$ cat src/rtl/instr_fetch_unit_if.sv
// rtl/instr_fetch_unit_if.sv - handshake bundle between fetch, instruction memory, redirect source and decode
// Signals:
//   imem_req_valid/addr/ready   fetch -> imem word request handshake
//   imem_resp_valid/data        imem -> fetch in-order response
//   redirect_valid/pc           decode/execute -> fetch flush and restart
//   out_valid/pc/instr/ready    fetch -> decode instruction handshake
// master: the fetch unit; slave: its environment.
interface instr_fetch_unit_if #(
  parameter int XLEN = 64,
  parameter int ILEN = 32
);
  logic            imem_req_valid;
  logic [XLEN-1:0] imem_req_addr;
  logic            imem_req_ready;
  logic            imem_resp_valid;
  logic [ILEN-1:0] imem_resp_data;
  logic            redirect_valid;
  logic [XLEN-1:0] redirect_pc;
  logic            out_valid;
  logic [XLEN-1:0] out_pc;
  logic [ILEN-1:0] out_instr;
  logic            out_ready;

  modport master (
    output imem_req_valid, imem_req_addr, out_valid, out_pc, out_instr,
    input  imem_req_ready, imem_resp_valid, imem_resp_data,
    input  redirect_valid, redirect_pc, out_ready
  );

  modport slave (
    input  imem_req_valid, imem_req_addr, out_valid, out_pc, out_instr,
    output imem_req_ready, imem_resp_valid, imem_resp_data,
    output redirect_valid, redirect_pc, out_ready
  );
endinterface

$ cat src/rtl/instr_fetch_unit.sv
// rtl/instr_fetch_unit.sv - RISC-V fetch stage: PC, credited imem requests, response FIFO, redirect flush
// Ports:
//   clock  rising-edge clock
//   reset  asynchronous active-high reset
//   bus    instr_fetch_unit_if.master (imem request/response, redirect, decode output)
module instr_fetch_unit #(
  parameter int              XLEN     = 64,
  parameter int              ILEN     = 32,
  parameter logic [XLEN-1:0] RESET_PC = '0,
  parameter int              DEPTH    = 2
) (
  input  logic                clock,
  input  logic                reset,
  instr_fetch_unit_if.master  bus
);
  localparam int CW = $clog2(DEPTH + 1);
  localparam int PW = (DEPTH > 1) ? $clog2(DEPTH) : 1;

  typedef logic [CW-1:0] cnt_t;
  typedef logic [PW-1:0] ptr_t;

  logic [XLEN-1:0] pc_q, pc_d;
  cnt_t            outst_q, outst_d;
  cnt_t            drop_q, drop_d;
  cnt_t            fcnt_q, fcnt_d;
  ptr_t            f_rd_q, f_rd_d, f_wr_q, f_wr_d;
  ptr_t            p_rd_q, p_rd_d, p_wr_q, p_wr_d;
  logic [XLEN-1:0] fifo_pc_q [DEPTH];
  logic [XLEN-1:0] fifo_pc_d [DEPTH];
  logic [ILEN-1:0] fifo_instr_q [DEPTH];
  logic [ILEN-1:0] fifo_instr_d [DEPTH];
  // Address of every outstanding request, so each response gets its own PC.
  logic [XLEN-1:0] pcq_q [DEPTH];
  logic [XLEN-1:0] pcq_d [DEPTH];

  logic credit, req_valid, fire, resp, keep, pop, out_valid;

  function automatic ptr_t ptr_inc(input ptr_t p);
    return (p == ptr_t'(DEPTH - 1)) ? '0 : p + 1'b1;
  endfunction

  always_comb begin
    credit    = ({1'b0, outst_q} + {1'b0, fcnt_q}) < (CW + 1)'(DEPTH);
    req_valid = !reset && !bus.redirect_valid && credit;
    fire      = req_valid && bus.imem_req_ready;
    // A response with nothing outstanding is a protocol violation and is ignored.
    resp      = bus.imem_resp_valid && (outst_q != '0);
    keep      = resp && (drop_q == '0) && !bus.redirect_valid;
    out_valid = (fcnt_q != '0);
    pop       = out_valid && bus.out_ready && !bus.redirect_valid;
  end

  always_comb begin
    pc_d         = pc_q;
    outst_d      = outst_q + cnt_t'(fire) - cnt_t'(resp);
    drop_d       = drop_q;
    fcnt_d       = fcnt_q + cnt_t'(keep) - cnt_t'(pop);
    f_rd_d       = f_rd_q;
    f_wr_d       = f_wr_q;
    p_rd_d       = p_rd_q;
    p_wr_d       = p_wr_q;
    fifo_pc_d    = fifo_pc_q;
    fifo_instr_d = fifo_instr_q;
    pcq_d        = pcq_q;

    if (fire) begin
      pcq_d[p_wr_q] = pc_q;
      p_wr_d        = ptr_inc(p_wr_q);
      pc_d          = pc_q + XLEN'(4);
    end
    if (resp) begin
      p_rd_d = ptr_inc(p_rd_q);
      if (drop_q != '0) drop_d = drop_q - 1'b1;
    end
    if (keep) begin
      fifo_pc_d[f_wr_q]    = pcq_q[p_rd_q];
      fifo_instr_d[f_wr_q] = bus.imem_resp_data;
      f_wr_d               = ptr_inc(f_wr_q);
    end
    if (pop) f_rd_d = ptr_inc(f_rd_q);

    if (bus.redirect_valid) begin
      pc_d   = bus.redirect_pc & ~XLEN'(3);
      // Everything still outstanding after this edge belongs to the old path.
      drop_d = outst_q - cnt_t'(resp);
      fcnt_d = '0;
      f_rd_d = '0;
      f_wr_d = '0;
    end
  end

  always_ff @(posedge clock or posedge reset) begin
    if (reset) begin
      pc_q    <= RESET_PC;
      outst_q <= '0;
      drop_q  <= '0;
      fcnt_q  <= '0;
      f_rd_q  <= '0;
      f_wr_q  <= '0;
      p_rd_q  <= '0;
      p_wr_q  <= '0;
      for (int i = 0; i < DEPTH; i++) begin
        fifo_pc_q[i]    <= '0;
        fifo_instr_q[i] <= '0;
        pcq_q[i]        <= '0;
      end
    end else begin
      pc_q         <= pc_d;
      outst_q      <= outst_d;
      drop_q       <= drop_d;
      fcnt_q       <= fcnt_d;
      f_rd_q       <= f_rd_d;
      f_wr_q       <= f_wr_d;
      p_rd_q       <= p_rd_d;
      p_wr_q       <= p_wr_d;
      fifo_pc_q    <= fifo_pc_d;
      fifo_instr_q <= fifo_instr_d;
      pcq_q        <= pcq_d;
    end
  end

  assign bus.imem_req_valid = req_valid;
  assign bus.imem_req_addr  = pc_q;
  assign bus.out_valid      = out_valid;
  assign bus.out_pc         = fifo_pc_q[f_rd_q];
  assign bus.out_instr      = fifo_instr_q[f_rd_q];
endmodule

$ cat src/flat_wrapper.sv
// flat-port wrapper written by rule: the top's interface ports become plain ports
module instr_fetch_unit_flat 
#(
  parameter int              XLEN     = 64,
  parameter int              ILEN     = 32,
  parameter logic [XLEN-1:0] RESET_PC = '0,
  parameter int              DEPTH    = 2
)
  (clock, reset, bus_imem_req_valid, bus_imem_req_addr, bus_out_valid, bus_out_pc, bus_out_instr, bus_imem_req_ready, bus_imem_resp_valid, bus_imem_resp_data, bus_redirect_valid, bus_redirect_pc, bus_out_ready);
  instr_fetch_unit_if #(.XLEN(XLEN), .ILEN(ILEN)) bus_i ();
  input  logic clock;
  input  logic reset;
  output wire logic [$bits(bus_i.imem_req_valid)-1:0] bus_imem_req_valid;
  output wire logic [$bits(bus_i.imem_req_addr)-1:0] bus_imem_req_addr;
  output wire logic [$bits(bus_i.out_valid)-1:0] bus_out_valid;
  output wire logic [$bits(bus_i.out_pc)-1:0] bus_out_pc;
  output wire logic [$bits(bus_i.out_instr)-1:0] bus_out_instr;
  input wire logic [$bits(bus_i.imem_req_ready)-1:0] bus_imem_req_ready;
  input wire logic [$bits(bus_i.imem_resp_valid)-1:0] bus_imem_resp_valid;
  input wire logic [$bits(bus_i.imem_resp_data)-1:0] bus_imem_resp_data;
  input wire logic [$bits(bus_i.redirect_valid)-1:0] bus_redirect_valid;
  input wire logic [$bits(bus_i.redirect_pc)-1:0] bus_redirect_pc;
  input wire logic [$bits(bus_i.out_ready)-1:0] bus_out_ready;
  assign bus_imem_req_valid = bus_i.imem_req_valid;
  assign bus_imem_req_addr = bus_i.imem_req_addr;
  assign bus_out_valid = bus_i.out_valid;
  assign bus_out_pc = bus_i.out_pc;
  assign bus_out_instr = bus_i.out_instr;
  assign bus_i.imem_req_ready = bus_imem_req_ready;
  assign bus_i.imem_resp_valid = bus_imem_resp_valid;
  assign bus_i.imem_resp_data = bus_imem_resp_data;
  assign bus_i.redirect_valid = bus_redirect_valid;
  assign bus_i.redirect_pc = bus_redirect_pc;
  assign bus_i.out_ready = bus_out_ready;
  instr_fetch_unit #(.XLEN(XLEN), .ILEN(ILEN), .RESET_PC(RESET_PC), .DEPTH(DEPTH)) u_core (.clock(clock), .reset(reset), .bus(bus_i));
endmodule
$ cat config.mk
export PLATFORM = sky130hd
export DESIGN_NAME = instr_fetch_unit_flat
export DESIGN_NICKNAME = d
export VERILOG_FILES = /design/src/rtl/instr_fetch_unit_if.sv /design/src/rtl/instr_fetch_unit.sv /design/src/flat_wrapper.sv
export SDC_FILE = /design/constraint.sdc
export NUM_CORES = 1
export LEC_CHECK = 0
export BUFFER_PORTS_ARGS = -buffer_cell sky130_fd_sc_hd__buf_2
export CAP_MARGIN = 10
export CORE_MARGIN = 3
export CORE_UTILIZATION = 40
export CTS_CLUSTER_DIAMETER = 200
export DETAILED_ROUTE_END_ITERATION = 8
export MAX_ROUTING_LAYER = met4
export SYNTH_ARGS = -nofsm -noshare
export SYNTH_HDL_FRONTEND = slang
export SYNTH_SLANG_ARGS = --single-unit
$ cat constraint.sdc
create_clock -name clock -period 21.9 [get_ports clock]
set_input_delay 4.38 -clock clock [delete_from_list [all_inputs] [get_ports clock]]
set_output_delay 4.38 -clock clock [all_outputs]
set_load 0.02 [all_outputs]
==> impl_metrics.toml <==
[timing]
fin_skew_ns = 0.01790
max_freq_ghz = 0.1035
finalHoldViolCount = 0
rsz0062_at_grt = "no"
max_slew_margin_pct = 23.86
slew_violations = 0
tightest_slew_ns = 1.142
fin_crit_ns = 9.662
fin_crit_sh_pct = 44.12
setup_viol = 0
tns_ns = 0

[logic_synthesis]
synth_top_area_share_pct = 55.40
synth.most_common_cell = "dfrtp_1"
yosys.area.top_type = "dfrtp_1"
synth_seq_cells = 384
synth_common_cells = "384 x dfrtp_1, 283 x mux2_2, 156 x nor2_1"
synth.avg_cell_area_um2 = 11.66
ys_warn_count = 0
netlist_area_um2 = 17350
synth_async_sr_flop_share_pct = 100.0
synth_edf_count = 0
synth_cells = 1488
ys.flop_type = "dfrtp_1"
synthTopCellsByArea = "dfrtp_1 55%, mux2_2 18%, a21oi_1 3.7%, mux2i_1 3.6%, nor2_1 3.4%"
yosysUniqueCellTypes = 50
seq_area_frac_synth_pct = 55.40

[clock_network]
cts.clk_slew.worst_paths_ns = 0.06
insertion_delay_ns = 0.56
cts-buffers-inserted = 42
clockBufferDepth = 3
cts.sinks = 384
cts_hold_buf = 0
htree_levels = 2
cts_root_buf = "clkbuf_16"
cts_tree = "yes"
cts_resized = 0
cts_setup_buffers = 0

[floorplan]
start_util_pct = 40.90
ios = 264
die_area_um2 = 45900
rows = 75
dieHeight_um = 214.2
core_area_um2 = 42420
die_w_um = 214.2

[power]
power_leakage_nw = 9.543
ir_drop_mv = 0.07372
total_power_mw = 2.957
p_per_area_nw_per_um2 = 142.8

[setup_path]
path_cells = "buf_2 > nor4_1 > buf_2"
ff2ff_path_depth = 10
rr_startpoint = "u_core.fcnt_q[0]"
critPathMaxFanout = 12
critical_path.startpoint = "bus_redirect_valid"
reg2reg_slack_ns = 18.41
cp-end-kind = "output pin"
critPathSlowestCell = "nor4_1"
cpMostUsedCell = "buf_2"
critPathLaunchType = "primary input"
crit_arrival_ns = 5.28
path_class = "in2out"
rr_endpoint = "u_core.bus.imem_req_addr[63]"
required_ns = 17.52
max_stage_delay_ns = 0.47

[grt]
grt-ovfl-total = 0
grt_max_degree = 174
grt_usage_pct = 20.90
grt_first_pass_wirelength_um = 74100
antenna_found_initial = 3
grt_pass1_vias = 12848

[routing]
drt_pass1_iterations = 5
drt-total-wl_um = 46730
ant_nets = 0
drt_iter0_markers = 821
drc = 0
vias_per_cell = 5.378
wl_per_cell_um = 20.13
vias = 12483

[worst_hold_path]
min_to = "u_core.pcq_q[38]"
hold_start = "u_core.pcq_q[38]"
hold_depth = 2
hold_path_class = "reg2reg"

[run_status]
status = "completed"

[place]
dp_hpwl_um = 30150
gp_congestion = 0.7884
io_buffers = 257

[layout]
area_growth_pct = 19.35
final_nets = 1818
fill_cells = 3934
drive_above_1_share_pct = 36.76

[job]
drv_cap = 0
## cells in the final DEF (no fill, tap or decap), drive strengths merged, types with 16 or more instances in the layout
master	instances
a21oi	129
and3	21
buf	271
clkbuf	64
dfrtp	384
mux2	283
mux2i	63
nand2	89
nand3	39
nand4	23
nor2	156
nor3	16
o21ai	39
## power by group
part / internal [mW] / switching (mW) / total, mW
sequential: 1.01 / 0.177 / 1.19
combinational: 0.456 / 0.531 / 0.987
clock: 0.494 / 0.287 / 0.781
## worst max-delay path: cells and delay by family
kind	cells	cell delay (ns)
AND/OR/NAND/NOR	1	0.47
buffers and inverters	2	0.43
## registers in the layout, indices dropped and copies added, names as in the netlist
name,flops
u_core.fifo_pc_q,124
u_core.pcq_q,124
u_core.fifo_instr_q,64
u_core.bus.imem_req_addr,62
u_core.drop_q,2
u_core.fcnt_q,2
u_core.outst_q,2
u_core.f_rd_q,1
u_core.f_wr_q,1
u_core.p_rd_q,1
u_core.p_wr_q,1
## how the worst max path moves through the flow
stage	end	slack [ns]	cells past startpoint
5_1_grt	bus_imem_req_valid	12.20	3
2_1_floorplan	u_core.bus.imem_req_addr[10]	6.85	1
3_5_place_dp	bus_imem_req_valid	12.23	3
6_report	bus_imem_req_valid	12.24	3
3_3_place_gp	bus_imem_req_valid	12.19	3
4_1_cts	bus_imem_req_valid	12.23	3
## final cells by class
| type | instances | area [um2] | area share (%) |
|---|---|---|---|
| repair buffers | 271 | 1404 | 6.781 |
| multi-input cells | 996 | 7345 | 35.47 |
| clock inverters | 12 | 241.5 | 1.166 |
| diodes | 3 | 7.507 | 0.03626 |
| flip-flops and latches | 384 | 9617 | 46.45 |
| clock buffers | 64 | 1308 | 6.315 |
| inverters | 14 | 60.06 | 0.2901 |
| well taps | 577 | 721.9 | 3.487 |
## logic make-up after synthesis
kind of cell	count (synthesis)	share of synthesized area, %
and+or+nand+nor	386	10.49
DFF	384	55.40
muxes	346	22.01
AOI/OAI and AO/OA	227	7.718
buffers and inverters	111	2.510
xor gates and xnor gates	26	1.313
adders and majority gates	7	0.5482
other	1	0.02162
## through the flow
| step | std cells | hold slack [ns] | util (%) | setup WS, ns | cell area [um2] |
|---|---|---|---|---|---|
| 2_1_floorplan | 1491 | 0.4492 | - | 6.849 | 17360 |
| 3_3_place_gp | 2242 | 0.4638 | 45.14 | 12.19 | 19150 |
| 3_5_place_dp | 2242 | 0.4704 | 45.14 | 12.23 | 19150 |
| 4_1_cts | 2318 | 0.4830 | 48.79 | 12.23 | 20700 |
| 5_1_grt | 2321 | 0.5080 | 48.81 | 12.20 | 20700 |
| 6_report | 2321 | 0.4826 | 48.81 | 12.24 | 20700 |
## per-layer routing
layer	routed length (um)	vias up	global-route usage, %	part of all wire (%)
met1	21470	6353	27.75	46
met2	21990	291	33.24	47
li1	-	5757	-	-
met5	0	-	-	0
met4	1238	0	6.631	2.6
met3	2031	82	3.202	4.3
No activity file was read; power rests on OpenSTA's default activity.
